==> src/rtl/trigger_pkg.sv <==
// Shared widths and the event record for the trigger event buffer.
package trigger_pkg;

    localparam int TRIG_ID_W  = 16;
    localparam int TRIG_TS_W  = 32;
    localparam int TRIG_SEQ_W = 8;

    typedef struct packed {
        logic [TRIG_ID_W-1:0]  id;
        logic [TRIG_TS_W-1:0]  ts;
        logic [TRIG_SEQ_W-1:0] seq;
    } trig_event_t;

endpackage

==> src/rtl/sync_fifo.sv <==
// Generic synchronous FIFO with first-word-fall-through output.
// A push while full is still accepted when a pop happens in the same cycle.
module sync_fifo #(
    parameter int WIDTH = 8,
    parameter int DEPTH = 16
) (
    input  logic                     clk,
    input  logic                     rst,
    input  logic                     push,
    input  logic                     pop,
    input  logic [WIDTH-1:0]         wdata,
    output logic [WIDTH-1:0]         rdata,
    output logic                     full,
    output logic                     empty,
    output logic [$clog2(DEPTH):0]   level
);

    localparam int AW = $clog2(DEPTH);
    localparam logic [AW:0] PTR_ONE = {{AW{1'b0}}, 1'b1};

    logic [WIDTH-1:0] mem_q [DEPTH];
    logic [AW:0]      wr_ptr_q, wr_ptr_d;
    logic [AW:0]      rd_ptr_q, rd_ptr_d;
    logic [AW:0]      level_q, level_d;
    logic             do_push;
    logic             do_pop;

    // Pointers carry one extra MSB so equal low bits can mean full or empty.
    assign empty   = (wr_ptr_q == rd_ptr_q);
    assign full    = (wr_ptr_q[AW] != rd_ptr_q[AW]) &&
                     (wr_ptr_q[AW-1:0] == rd_ptr_q[AW-1:0]);
    assign do_pop  = pop & ~empty;
    assign do_push = push & (~full | do_pop);
    assign level   = level_q;
    assign rdata   = empty ? '0 : mem_q[rd_ptr_q[AW-1:0]];

    always_comb begin
        wr_ptr_d = wr_ptr_q;
        rd_ptr_d = rd_ptr_q;
        level_d  = level_q;
        if (do_push) wr_ptr_d = wr_ptr_q + PTR_ONE;
        if (do_pop)  rd_ptr_d = rd_ptr_q + PTR_ONE;
        case ({do_push, do_pop})
            2'b10:   level_d = level_q + PTR_ONE;
            2'b01:   level_d = level_q - PTR_ONE;
            default: level_d = level_q;
        endcase
    end

    always_ff @(posedge clk) begin
        if (rst) begin
            wr_ptr_q <= '0;
            rd_ptr_q <= '0;
            level_q  <= '0;
        end else begin
            wr_ptr_q <= wr_ptr_d;
            rd_ptr_q <= rd_ptr_d;
            level_q  <= level_d;
        end
    end

    always_ff @(posedge clk) begin
        if (!rst && do_push) begin
            mem_q[wr_ptr_q[AW-1:0]] <= wdata;
        end
    end

endmodule

==> src/rtl/trigger_event_buffer.sv <==
// Captures decoded trigger IDs with timestamp and sequence tags into a FIFO.
// Define TRIG_TIMESTAMP_EN to keep the timestamp counter and storage; otherwise out_ts is 0.
module trigger_event_buffer
    import trigger_pkg::*;
#(
    parameter int DEPTH  = 16,
    parameter int TS_W   = TRIG_TS_W,
    parameter int SEQ_W  = TRIG_SEQ_W,
    parameter int DROP_W = 16
) (
    input  logic                     sampling_clk,
    input  logic                     rst,
    input  logic                     interrupt,
    input  logic [TRIG_ID_W-1:0]     trigger_id,
    output logic                     out_valid,
    input  logic                     out_ready,
    output logic [TRIG_ID_W-1:0]     out_id,
    output logic [TS_W-1:0]          out_ts,
    output logic [SEQ_W-1:0]         out_seq,
    output logic [$clog2(DEPTH):0]   level,
    output logic                     overflow,
    output logic [DROP_W-1:0]        drop_count,
    input  logic                     clr_status
);

    localparam logic [SEQ_W-1:0]  SEQ_ONE  = {{(SEQ_W-1){1'b0}}, 1'b1};
    localparam logic [DROP_W-1:0] DROP_ONE = {{(DROP_W-1){1'b0}}, 1'b1};

    logic [SEQ_W-1:0]  seq_q, seq_d;
    logic              overflow_q, overflow_d;
    logic [DROP_W-1:0] drop_q, drop_d;
    logic              fifo_full;
    logic              fifo_empty;
    logic              pop_fire;
    logic              drop;

`ifdef TRIG_TIMESTAMP_EN
    localparam int FIFO_W = $bits(trig_event_t);
    localparam logic [TS_W-1:0] TS_ONE = {{(TS_W-1){1'b0}}, 1'b1};

    logic [TS_W-1:0] ts_q;
    trig_event_t     wr_ev;
    trig_event_t     rd_ev;

    always_ff @(posedge sampling_clk) begin
        if (rst) ts_q <= '0;
        else     ts_q <= ts_q + TS_ONE;
    end

    always_comb begin
        wr_ev     = '0;
        wr_ev.id  = trigger_id;
        wr_ev.ts  = ts_q;
        wr_ev.seq = seq_q;
    end

    assign out_id  = rd_ev.id;
    assign out_ts  = rd_ev.ts;
    assign out_seq = rd_ev.seq;
`else
    // Timestamp field is dropped from the stored record entirely.
    localparam int FIFO_W = $bits(trig_event_t) - TRIG_TS_W;

    logic [FIFO_W-1:0] wr_ev;
    logic [FIFO_W-1:0] rd_ev;

    assign wr_ev   = {trigger_id, seq_q};
    assign out_id  = rd_ev[FIFO_W-1 -: TRIG_ID_W];
    assign out_ts  = '0;
    assign out_seq = rd_ev[SEQ_W-1:0];
`endif

    sync_fifo #(
        .WIDTH (FIFO_W),
        .DEPTH (DEPTH)
    ) u_fifo (
        .clk   (sampling_clk),
        .rst   (rst),
        .push  (interrupt),
        .pop   (out_ready),
        .wdata (wr_ev),
        .rdata (rd_ev),
        .full  (fifo_full),
        .empty (fifo_empty),
        .level (level)
    );

    assign out_valid = ~fifo_empty;
    assign pop_fire  = out_valid & out_ready;
    assign drop      = interrupt & fifo_full & ~pop_fire;

    always_comb begin
        seq_d      = seq_q;
        overflow_d = overflow_q;
        drop_d     = drop_q;
        if (interrupt) seq_d = seq_q + SEQ_ONE;
        if (drop) begin
            overflow_d = 1'b1;
            if (drop_q != '1) drop_d = drop_q + DROP_ONE;
        end
        // A clear in the same cycle as a drop wins; the seq gap still shows it.
        if (clr_status) begin
            overflow_d = 1'b0;
            drop_d     = '0;
        end
    end

    always_ff @(posedge sampling_clk) begin
        if (rst) begin
            seq_q      <= '0;
            overflow_q <= 1'b0;
            drop_q     <= '0;
        end else begin
            seq_q      <= seq_d;
            overflow_q <= overflow_d;
            drop_q     <= drop_d;
        end
    end

    assign overflow   = overflow_q;
    assign drop_count = drop_q;

endmodule

==> config.mk <==
export PLATFORM = sky130hd
export DESIGN_NAME = trigger_event_buffer
export DESIGN_NICKNAME = d
export VERILOG_FILES = /design/src/rtl/trigger_pkg.sv /design/src/rtl/sync_fifo.sv /design/src/rtl/trigger_event_buffer.sv
export SDC_FILE = /design/constraint.sdc
export NUM_CORES = 1
export LEC_CHECK = 0
export ABC_AREA = 1
export CELL_PAD_IN_SITES_DETAIL_PLACEMENT = 0
export CELL_PAD_IN_SITES_GLOBAL_PLACEMENT = 1
export CORE_MARGIN = 2
export CORE_UTILIZATION = 45
export CTS_CLUSTER_DIAMETER = 100
export DETAILED_ROUTE_END_ITERATION = 10
export GPL_ROUTABILITY_DRIVEN = 0
export PLACE_DENSITY_LB_ADDON = 0.1
export SYNTH_ARGS = -nofsm -noshare
export SYNTH_HDL_FRONTEND = slang
export SYNTH_SLANG_ARGS = --single-unit
export TNS_END_PERCENT = 10
==> constraint.sdc <==
create_clock -name sampling_clk -period 8.4 [get_ports sampling_clk]
set_input_delay 1.68 -clock sampling_clk [delete_from_list [all_inputs] [get_ports sampling_clk]]
set_output_delay 1.68 -clock sampling_clk [all_outputs]
set_load 0.02 [all_outputs]
==> impl_metrics.toml <==
[logic_synthesis]
synth_common_cells = "edfxtp_1 (384), inv_1 (243), nand2_1 (195)"
ys_seq_elements = 428
synthesis.instances = 1624
synth_compound_area_frac = 0.111
avgSynthCellArea_um2 = 11.3
ys_seq_area_frac = 0.677
synth-main-ff-cell = "edfxtp_1"
muxShareOfSynthArea = 0
synthTopCellsByArea = "edfxtp_1 (63%), inv_1 (5.0%), dfxtp_1 (4.8%), nand3_1 (4.5%), nand2_1 (4.0%)"
synth_top_area_cell = "edfxtp_1"
synth_top_family_by_area = "compound AO/OA/AOI/OAI gates"
yosysWarnings = 0
synth_top_area_frac = 0.629
synth.distinct_cells = 35
async_flop_share = 0
yosys.cell_count.top_type = "edfxtp_1"
synth_edf_count = 384
synthesis.area_mm2 = 0.0183
yosys.area_share.xor_xnor = 0.00717
synth_fa_ha_area_frac = 0.00860
synth-simple-area-share = 0.111

[layout]
drive_above_1_share = 0.0670
diodes = 0
fin_util = 0.523
fillers = 3487
syn2layout_area_growth_pct = 14.1
nets = 1698

[floorplanning]
start_util = 0.458
core-area_mm2 = 0.0400
die-height_um = 206
die_w_um = 206
design.die.area_mm2 = 0.0424
rows = 73
pin_count = 100

[clock_tree]
post_cts_buffers = 0
htreeDepth = 2
clk_path_buf_depth = 3
cts_root_buffer = "clkbuf_16"
numCtsBuffers = 45
path_clk_slew_ns = 0.06
hold_buffers = 0
cts_resized = 0
insertion_delay_ns = 0.58
clock_sinks = 428
cts_tree = "yes"

[critical_path]
r2r-start = "u_fifo.wr_ptr_q[0]$_SDFFE_PP0P_"
crit_type = "flop to output port"
critPathMaxStageDelay_ns = 0.69
critPathTopFamily = "buffers and inverters"
start_kind = "flop"
r2r_end = "u_fifo.level[4]$_SDFFE_PP0P_"
cp.depth = 6
endpoint_kind = "output port"
cp_num_buf_inv = 2
r2r_setup_slack_ns = 4.61
cpMaxStageDelayCell = "clkdlybuf4s50_1"
cp.arrival_ns = 3.38
worstRegToRegCells = 15
path_max_fanout = 268
crit_chain = "buf_12, o211ai_1, nand3_1, nand3_1, a21boi_0, clkdlybuf4s50_1"
cp-endpoint = "out_seq[4]"
crit_required_ns = 6.72
path_common_cell = "nand3_1"

[place]
post-place-ws_ns = 3.93
place_hpwl_mm = 21.6
portBuffers = 67

[sta]
grt_setup_unrepaired = "no"
maxSlewHeadroom = 0.176
fin_crit_ns = 5.06
holdWs_ns = 0.484
worstMarginPinSlew_ns = 1.24
fin_crit_sh = 0.602
layout_setup_ws_ns = 3.34
hold_viol = 0
setup_tns_ns = 0
setup_viol = 0
skew_ns = 0.0242
timing.fmax_mhz = 198
slew_viol_final = 0

[power]
total_power_mw = 5.00
powerDensity_mw_per_mm2 = 239
ir_worst_vdd_v = 0.000160
power_leakage_nw = 7.50

[flow_run]
cap_violations = 0

[global_route]
grt_max_degree = 269
grt_overflow = 0
grt_pass1_wl_mm = 66.1
antenna_found_initial = 0
track_usage = 0.208
grt_pass1_vias = 11100

[status]
status = "completed"

[drt]
firstDrtPassIters = 5
drc_errors = 0
viasPerCell = 5.16
ant_nets = 0
wl_mm = 42.8
first_iter_violations = 835
vias = 11500
wire_per_inst_um = 19.2

[min_path]
min_path_type = "flop to flop"
-- where the power goes --
group          switching [mW]  internal [mW]
combinational           0.395          0.220
sequential             0.0168           2.34
clock                   0.817           1.22
-- worst register-to-register path, delay by kind of cell (launching register included) --
family	cells	cell delay [ns]
adders and majority gates	2	0.69
xor gates and xnor gates	1	0.17
and+or+nand+nor	8	1.88
buffers and inverters	2	0.29
DFF	1	0.38
AOI/OAI and AO/OA	2	0.30
-- through the flow --
step	cell area, um^2	cells
floorplan	18400	1655
global placement	19400	2143
detailed placement	19400	2143
CTS	20900	2226
global route	20900	2226
finish	20900	2226
-- cells in the final DEF (no fill, tap or decap), types with 4 or more instances in the layout --
| cell | count |
|---|---|
| clkinv_2 | 4 |
| nor2_1 | 51 |
| o211ai_1 | 96 |
| nand4_1 | 5 |
| inv_1 | 241 |
| clkbuf_1 | 10 |
| nand3_1 | 164 |
| nand2_2 | 4 |
| clkinv_1 | 13 |
| nor2_2 | 4 |
| clkbuf_16 | 46 |
| edfxtp_1 | 384 |
| nand2_1 | 195 |
| buf_4 | 14 |
| nor3_1 | 6 |
| o21ai_0 | 108 |
| nor2_4 | 14 |
| a21boi_1 | 15 |
| a21oi_1 | 118 |
| conb_1 | 32 |
| clkdlybuf4s50_1 | 67 |
| ha_1 | 11 |
| xor2_1 | 12 |
| dfxtp_1 | 41 |
| a21boi_0 | 9 |
| bufinv_16 | 6 |
-- flip-flops by register name, summed over array words and instances, names as in the netlist, named ones only --
| register | flops |
|---|---|
| u_fifo.mem_q | 384 |
| overflow | 1 |
| u_fifo.level | 5 |
| u_fifo.wr_ptr_q | 5 |
| u_fifo.rd_ptr_q | 5 |
| seq_q | 8 |
| drop_count | 16 |
-- kinds of logic after synthesis --
| family | count (synthesis) |
|---|---|
| adder cells (fa/ha/maj) | 12 |
| other | 1 |
| AND/OR/NAND/NOR | 455 |
| XOR/XNOR | 15 |
| flip-flops | 428 |
| AO/OA/AOI/OAI | 347 |
| buffers and inverters | 366 |
-- layer usage --
layer,vias to the layer above,share of wire,global-route usage
li1,5657,-,-
met5,-,0,0
met2,248,0.48,0.341
met3,47,0.050,0.0347
met1,5527,0.46,0.293
met4,0,0.013,0.0457
-- area by class of cell --
cell class,instances,area [um^2],area share
sequential,428,12400,0.594
multi-input combinational,861,4590,0.219
clock buffer,59,1230,0.0588
inverter,246,923,0.0441
timing repair buffer,83,816,0.0390
tap,525,657,0.0314
clock inverter,24,287,0.0137
-- worst min-delay path by stage --
stage                                     from                              end  cells after the start
5_1_grt        u_fifo.wr_ptr_q[4]$_SDFFE_PP0P_  u_fifo.wr_ptr_q[4]$_SDFFE_PP0P_                      2
3_5_place_dp             overflow$_SDFFE_PP0P_            overflow$_SDFFE_PP0P_                      2
3_3_place_gp             overflow$_SDFFE_PP0P_            overflow$_SDFFE_PP0P_                      2
2_1_floorplan  u_fifo.wr_ptr_q[4]$_SDFFE_PP0P_  u_fifo.wr_ptr_q[4]$_SDFFE_PP0P_                      2
6_report                 overflow$_SDFFE_PP0P_            overflow$_SDFFE_PP0P_                      2
4_1_cts                  overflow$_SDFFE_PP0P_            overflow$_SDFFE_PP0P_                      2
(Power assumes the default switching activity.)
